$ cat src/rtl/crc_pkg.sv
// Shared CRC constants, codeword layout and reference remainder function.
package crc_pkg;

  localparam int unsigned CRC_DATA_W = 4;
  localparam int unsigned CRC_REM_W  = 3;
  localparam int unsigned CRC_CODE_W = CRC_DATA_W + CRC_REM_W;
  localparam logic [CRC_REM_W-1:0] CRC_POLY = 3'b011;

  // Systematic codeword: data in the MSBs, remainder in the LSBs.
  typedef struct packed {
    logic [CRC_DATA_W-1:0] data;
    logic [CRC_REM_W-1:0]  crc;
  } codeword_t;

  // Remainder of {data, zeros} divided by {1'b1, CRC_POLY}; also used by the receive-side checker.
  function automatic logic [CRC_REM_W-1:0] crc_rem(input logic [CRC_DATA_W-1:0] data);
    logic [CRC_REM_W-1:0] r;
    logic                 fb;
    r = '0;
    for (int i = int'(CRC_DATA_W) - 1; i >= 0; i--) begin
      fb = r[CRC_REM_W-1] ^ data[i];
      r  = r << 1;
      if (fb) r = r ^ CRC_POLY;
    end
    return r;
  endfunction

endpackage

$ cat src/rtl/crc_calc.sv
// Combinational GF(2) divider: unrolled bitwise long division of the augmented message.
module crc_calc
  import crc_pkg::*;
#(
  parameter int unsigned BW                 = CRC_DATA_W,
  parameter int unsigned CRC_BW             = CRC_REM_W,
  parameter logic [CRC_BW-1:0] POLY         = CRC_POLY
) (
  input  logic [BW-1:0]     data,
  output logic [CRC_BW-1:0] rem
);

  logic [CRC_BW-1:0] r;
  logic              fb;

  // Shift one message bit in per step; reduce by the generator when the top bit falls out.
  always_comb begin
    r  = '0;
    fb = 1'b0;
    for (int i = int'(BW) - 1; i >= 0; i--) begin
      fb = r[CRC_BW-1] ^ data[i];
      r  = r << 1;
      if (fb) r = r ^ POLY;
    end
    rem = r;
  end

endmodule

$ cat src/rtl/crc_sender.sv
// Transmit-side CRC encoder: registers {in, crc(in)} and crc(in) every cycle.
module crc_sender
  import crc_pkg::*;
#(
  parameter int unsigned BW         = CRC_DATA_W,
  parameter int unsigned CRC_BW     = CRC_REM_W,
  parameter logic [CRC_BW-1:0] POLY = CRC_POLY
) (
  input  logic                 clk,
  input  logic                 rstn,
  input  logic [BW-1:0]        in,
  output logic [BW+CRC_BW-1:0] out,
  output logic [CRC_BW-1:0]    CRC
);

  logic [CRC_BW-1:0] rem_c;

  crc_calc #(
    .BW     (BW),
    .CRC_BW (CRC_BW),
    .POLY   (POLY)
  ) u_crc_calc (
    .data (in),
    .rem  (rem_c)
  );

  // Single pipeline stage; reset clears both outputs immediately.
  always_ff @(posedge clk or negedge rstn) begin
    if (!rstn) begin
      out <= '0;
      CRC <= '0;
    end else begin
      out <= {in, rem_c};
      CRC <= rem_c;
    end
  end

endmodule

$ cat config.mk
export PLATFORM = sky130hd
export DESIGN_NAME = crc_sender
export DESIGN_NICKNAME = d
export VERILOG_FILES = /design/src/rtl/crc_pkg.sv /design/src/rtl/crc_calc.sv /design/src/rtl/crc_sender.sv
export SDC_FILE = /design/constraint.sdc
export NUM_CORES = 1
export LEC_CHECK = 0
export CAP_MARGIN = 15
export CORE_AREA = 2 2 39 41
export DETAILED_ROUTE_END_ITERATION = 12
export DIE_AREA = 0 0 41 43
export PLACE_DENSITY = 0.59
export SLEW_MARGIN = 40
export SYNTH_ARGS = -nofsm -noshare
export SYNTH_HDL_FRONTEND = slang
export SYNTH_SLANG_ARGS = --single-unit
$ cat constraint.sdc
create_clock -name clk -period 0.8 [get_ports clk]
set_clock_uncertainty 0.15 [all_clocks]
set_input_delay 0.12 -clock clk [delete_from_list [all_inputs] [get_ports clk]]
set_output_delay 0.12 -clock clk [all_outputs]
set_load 0.01 [all_outputs]
# Word-level counts from Yosys, hierarchy flattened
# Index checks and enable logic that the tools add are counted.
[classes]
n_mux = 4
bitwise = 6
[op_table]
columns = ["operator", "count"]
rows = [
  ["2-to-1 mux 2 bit", 4],
  ["NOT 2 bit", 3],
  ["XOR 1 bit", 2],
  ["XOR 1 bit (first input constant)", 1],
]
[totals]
reg_bits = 10
in_bits = 6
output_inout_bits = 10
wordCells = 12

# Logic depth before layout (Yosys ltp)
[logic_depth]
depth_word = 7
ltp_mapped = 1
depth_no_buf = 1

# Hierarchy
# A second synthesis with hierarchy kept.
[hier_totals]
hier_cells = 14
hier_area_um2 = 276.5
[by_module_without_submodules]
columns = ["module", "n_inst", "cells_per_inst", "area_per_inst_um2", "seq_area_each_um2"]
rows = [
  ["crc_sender", 1, 10, 197.7, 175.2],
  ["crc_calc", 1, 4, 78.8, 0.0],
]

# Worst setup path after synthesis
# No wires, ideal clock.
[synth_path]
path_kind = "register -> output"
startpoint = "register CRC[0] (netlist name)"
endpoint = "output port out[0]"
arrival_ns = 0.539
required_time_ns = 0.530
slack_ns = -0.009
path_stages_with_launch = 2
n_path_buf = 1
path_cell_list = "dfrtp_1 -> buf_4"
[synth_rtl]
columns = ["element", "line", "source"]
rows = [
  ["to (decl)", "crc_sender.sv:12", "output logic [BW+CRC_BW-1:0] out,"],
]

# Worst setup path after layout
[layout_path]
startpoint = "register CRC[0]"
endpoint = "output port CRC[0]"
[layout_rtl]
columns = ["element", "line", "source"]
rows = [
  ["from (decl)", "crc_sender.sv:13", "output logic [CRC_BW-1:0] CRC"],
  ["from (signal assigned)", "crc_sender.sv:34", "CRC <= rem_c;"],
]
# No word-level cell between the ends.

==> summary.md <==
| Metric | Value |
|---|---|
| Critical path, cell by cell | buf_2 |
| Overflow after GRT | 0 |
| Layout cell share with drive strength beyond 1 | 51.7% |
| Slew @ Worst Pin | 0.302 ns |
| Post-Syn Area | 269 sq um |
| GRT Overall Usage | 6.63% |
| Clk pin slew, worst setup/hold paths | 0.05 ns |
| Maximum VDD drop | 0.000589 V |
| Antenna Cells | 0 |
| Most instantiated library cell after synthesis | dfrtp_1 |
| Post-synthesis sequential area ratio | 65.1% |
| Starting Density | 19.4% |
| CP peak stage delay | 0.37 ns |
| Switching Share | 24.6% |
| Top_reg_cell synth | dfrtp_1 |
| Cells after DPL | 41 |
| Cts bufs inserted | 3 |
| Clock tree sinks | 7 |
| Worst slack, placed | -0.609 ns |
| Floorplan Core Area | 1380 sq um |
| Fill cell count | 147 |
| Root buf cell | clkbuf_4 |
| Max Buffers Root-to-Sink | 2 |
| # IOs | 16 |
| CP required | 0.53 ns |
| Gpl congestion | 0.583 |
| P_leak | 0.208 nW |
| Area after DPL | 417 sq um |
| Worst Path Buf+Inv | 1 |
| Synth warn | 0 |
| Die width | 41 um |
| Nets | 36 |
| Initial drt markers | 1 |
| Synth cell types | 3 |
| Peak Freq | 965 MHz |
| CTS tree | yes |
| MaxCap Viol Count | 0 |
| Non-Filler Instances | 45 |
| ANT nets after route | 0 |
| Dominant cell type by area after synthesis | dfrtp_1 |
| HP Class | in -> async |
| CP endpoint kind | primary output |
| Largest cells by area after synthesis | dfrtp_1 65%, xor3_1 27%, buf_4 8.4% |
| Top cell type's share of synthesized area | 65.1% |
| Die Area | 1760 sq um |
| Slowest-stage cell, CP | dfrtp_1 |
| Crit-path leading delay family | flip-flops |
| Net Sw Power | 0.220 mW |
| WL/cell | 11.1 um |
| Most frequent cells after synthesis | 7 x dfrtp_1, 3 x buf_4, 3 x xor3_1 |
| Internal | 0.672 mW |
| Die Ht | 43 um |
| Startpoint Class | register |
| Routed vias | 163 |
| Initial antenna violation count | 0 |
| Routed wire length | 500 um |
| Vias in the first global route | 155 |
| Clk pwr share | 36.2% |
| IO buf count | 15 |
| Std-Cell Rows | 14 |
| Seq cells post-synth | 7 |
| Gate power share | 18.8% |
| Outcome | finished, violations left |
| DR pass1 iterations | 2 |
| Worst setup margin | -0.236 ns |
| Worst-path maximum fanout | 2 |
| Syn Nets | 19 |
| Final setup fails | 10 |
| Global-route wire length before repair | 676 um |
| Pwr per Cell Area | 2230 nW/um^2 |
| Seq pwr share | 45.0% |
| Asr flop ratio synth | 100% |
| Final period util | 130% |
| Final min period | 1.04 ns |
| Slew margin rel. | 79.8% |
| H-tree depth | 1 |
| Vias per inst | 3.62 |
| Max Slew Vio Count | 0 |
| Mapped Cells | 13 |
| Final-report hold violation count | 9 |
| Post-synth EDFFs | 0 |
| Area Growth Syn to Fin | 48.4% |
| DRC errors left | 0 |
| Critical path type | reg -> out |
| CP arrival | 0.77 ns |
| Largest net degree at the start of global routing | 8 |
| Final Cell Area | 399 sq um |
| Final hold slack | -0.0313 ns |
| Violated checks | hold timing, setup timing |
| Syn avg cell area | 20.7 sq um |
| Setup Fix Bufs, Post-CTS | 0 |
| Unrepaired setup endpoints after global routing | true |
worst paths after layout:
| path | from | to | slack [ns] | depth (start not counted) |
|---|---|---|---|---|
| worst max-delay path | CRC[0] | CRC[0] | -0.24 | 1 |
| worst min-delay path | rstn | out[5] | -0.03 | 1 |
| max in group asynchronous | rstn | out[3] | 0.30 | 1 |
| min in group clk | in[0] | out[3] | -0.03 | 1 |
cells in the final DEF, fill, tap and decap left out, drive strengths merged:
master         synthesis  routed
clkdlybuf4s15          0       2
buf                    3      10
clkbuf                 0       4
dlygate4sd2            0       2
clkdlybuf4s50          0       1
dfrtp                  7       7
xor3                   3       3
stage by stage:
stage | power (mW) | utilization (%) | setup TNS (ns)
after floorplan | 0.530 | - | 0
after global placement | 0.633 | 30.1 | -5.19
after detailed placement | 0.638 | 30.1 | -5.42
after CTS | 0.916 | 28.4 | -2.39
after global routing | 0.940 | 28.8 | -2.54
final | 0.892 | 28.8 | -2.21
routing by layer:
layer,GRT usage [%],vias to the layer above,wire [um]
met3,4.71,2,94
met5,0,-,0
met1,6.78,72,200
li1,-,72,-
met4,6.00,0,10
met2,8.44,17,195
repair_timing:
item | in CTS | in global routing
hold endpoints to repair | 9 | 9
gates resized for setup | 48 | 1
pin swaps | 1 | 0
gates cloned | 0 | 0
setup endpoints to repair | 13 | 10
cells by family after synthesis:
family and synth area share, %:
xor+xnor 26.5, flops 65.1, buf+inv 8.37
flip-flops by register name (all words and copies together) (netlist names):
name,flops
CRC,2
out,5
layout make-up:
cell class	instances	area [sq um]	area share (%)
sequential	7	175	43.9
timing repair buffer	15	106	26.6
tap	16	20.0	5.02
clock buffer	4	26.3	6.58
multi-input combinational	3	71.3	17.9
power groups by stage:
stage               Sequential, mW  Combinational, mW  Clock (mW)
floorplan                    0.430              0.100           0
global placement             0.407              0.226           0
detailed placement           0.409              0.229           0
CTS                          0.402              0.169       0.345
global route                 0.405              0.180       0.355
finish                       0.401              0.168       0.323
(Power assumes the default switching activity.)
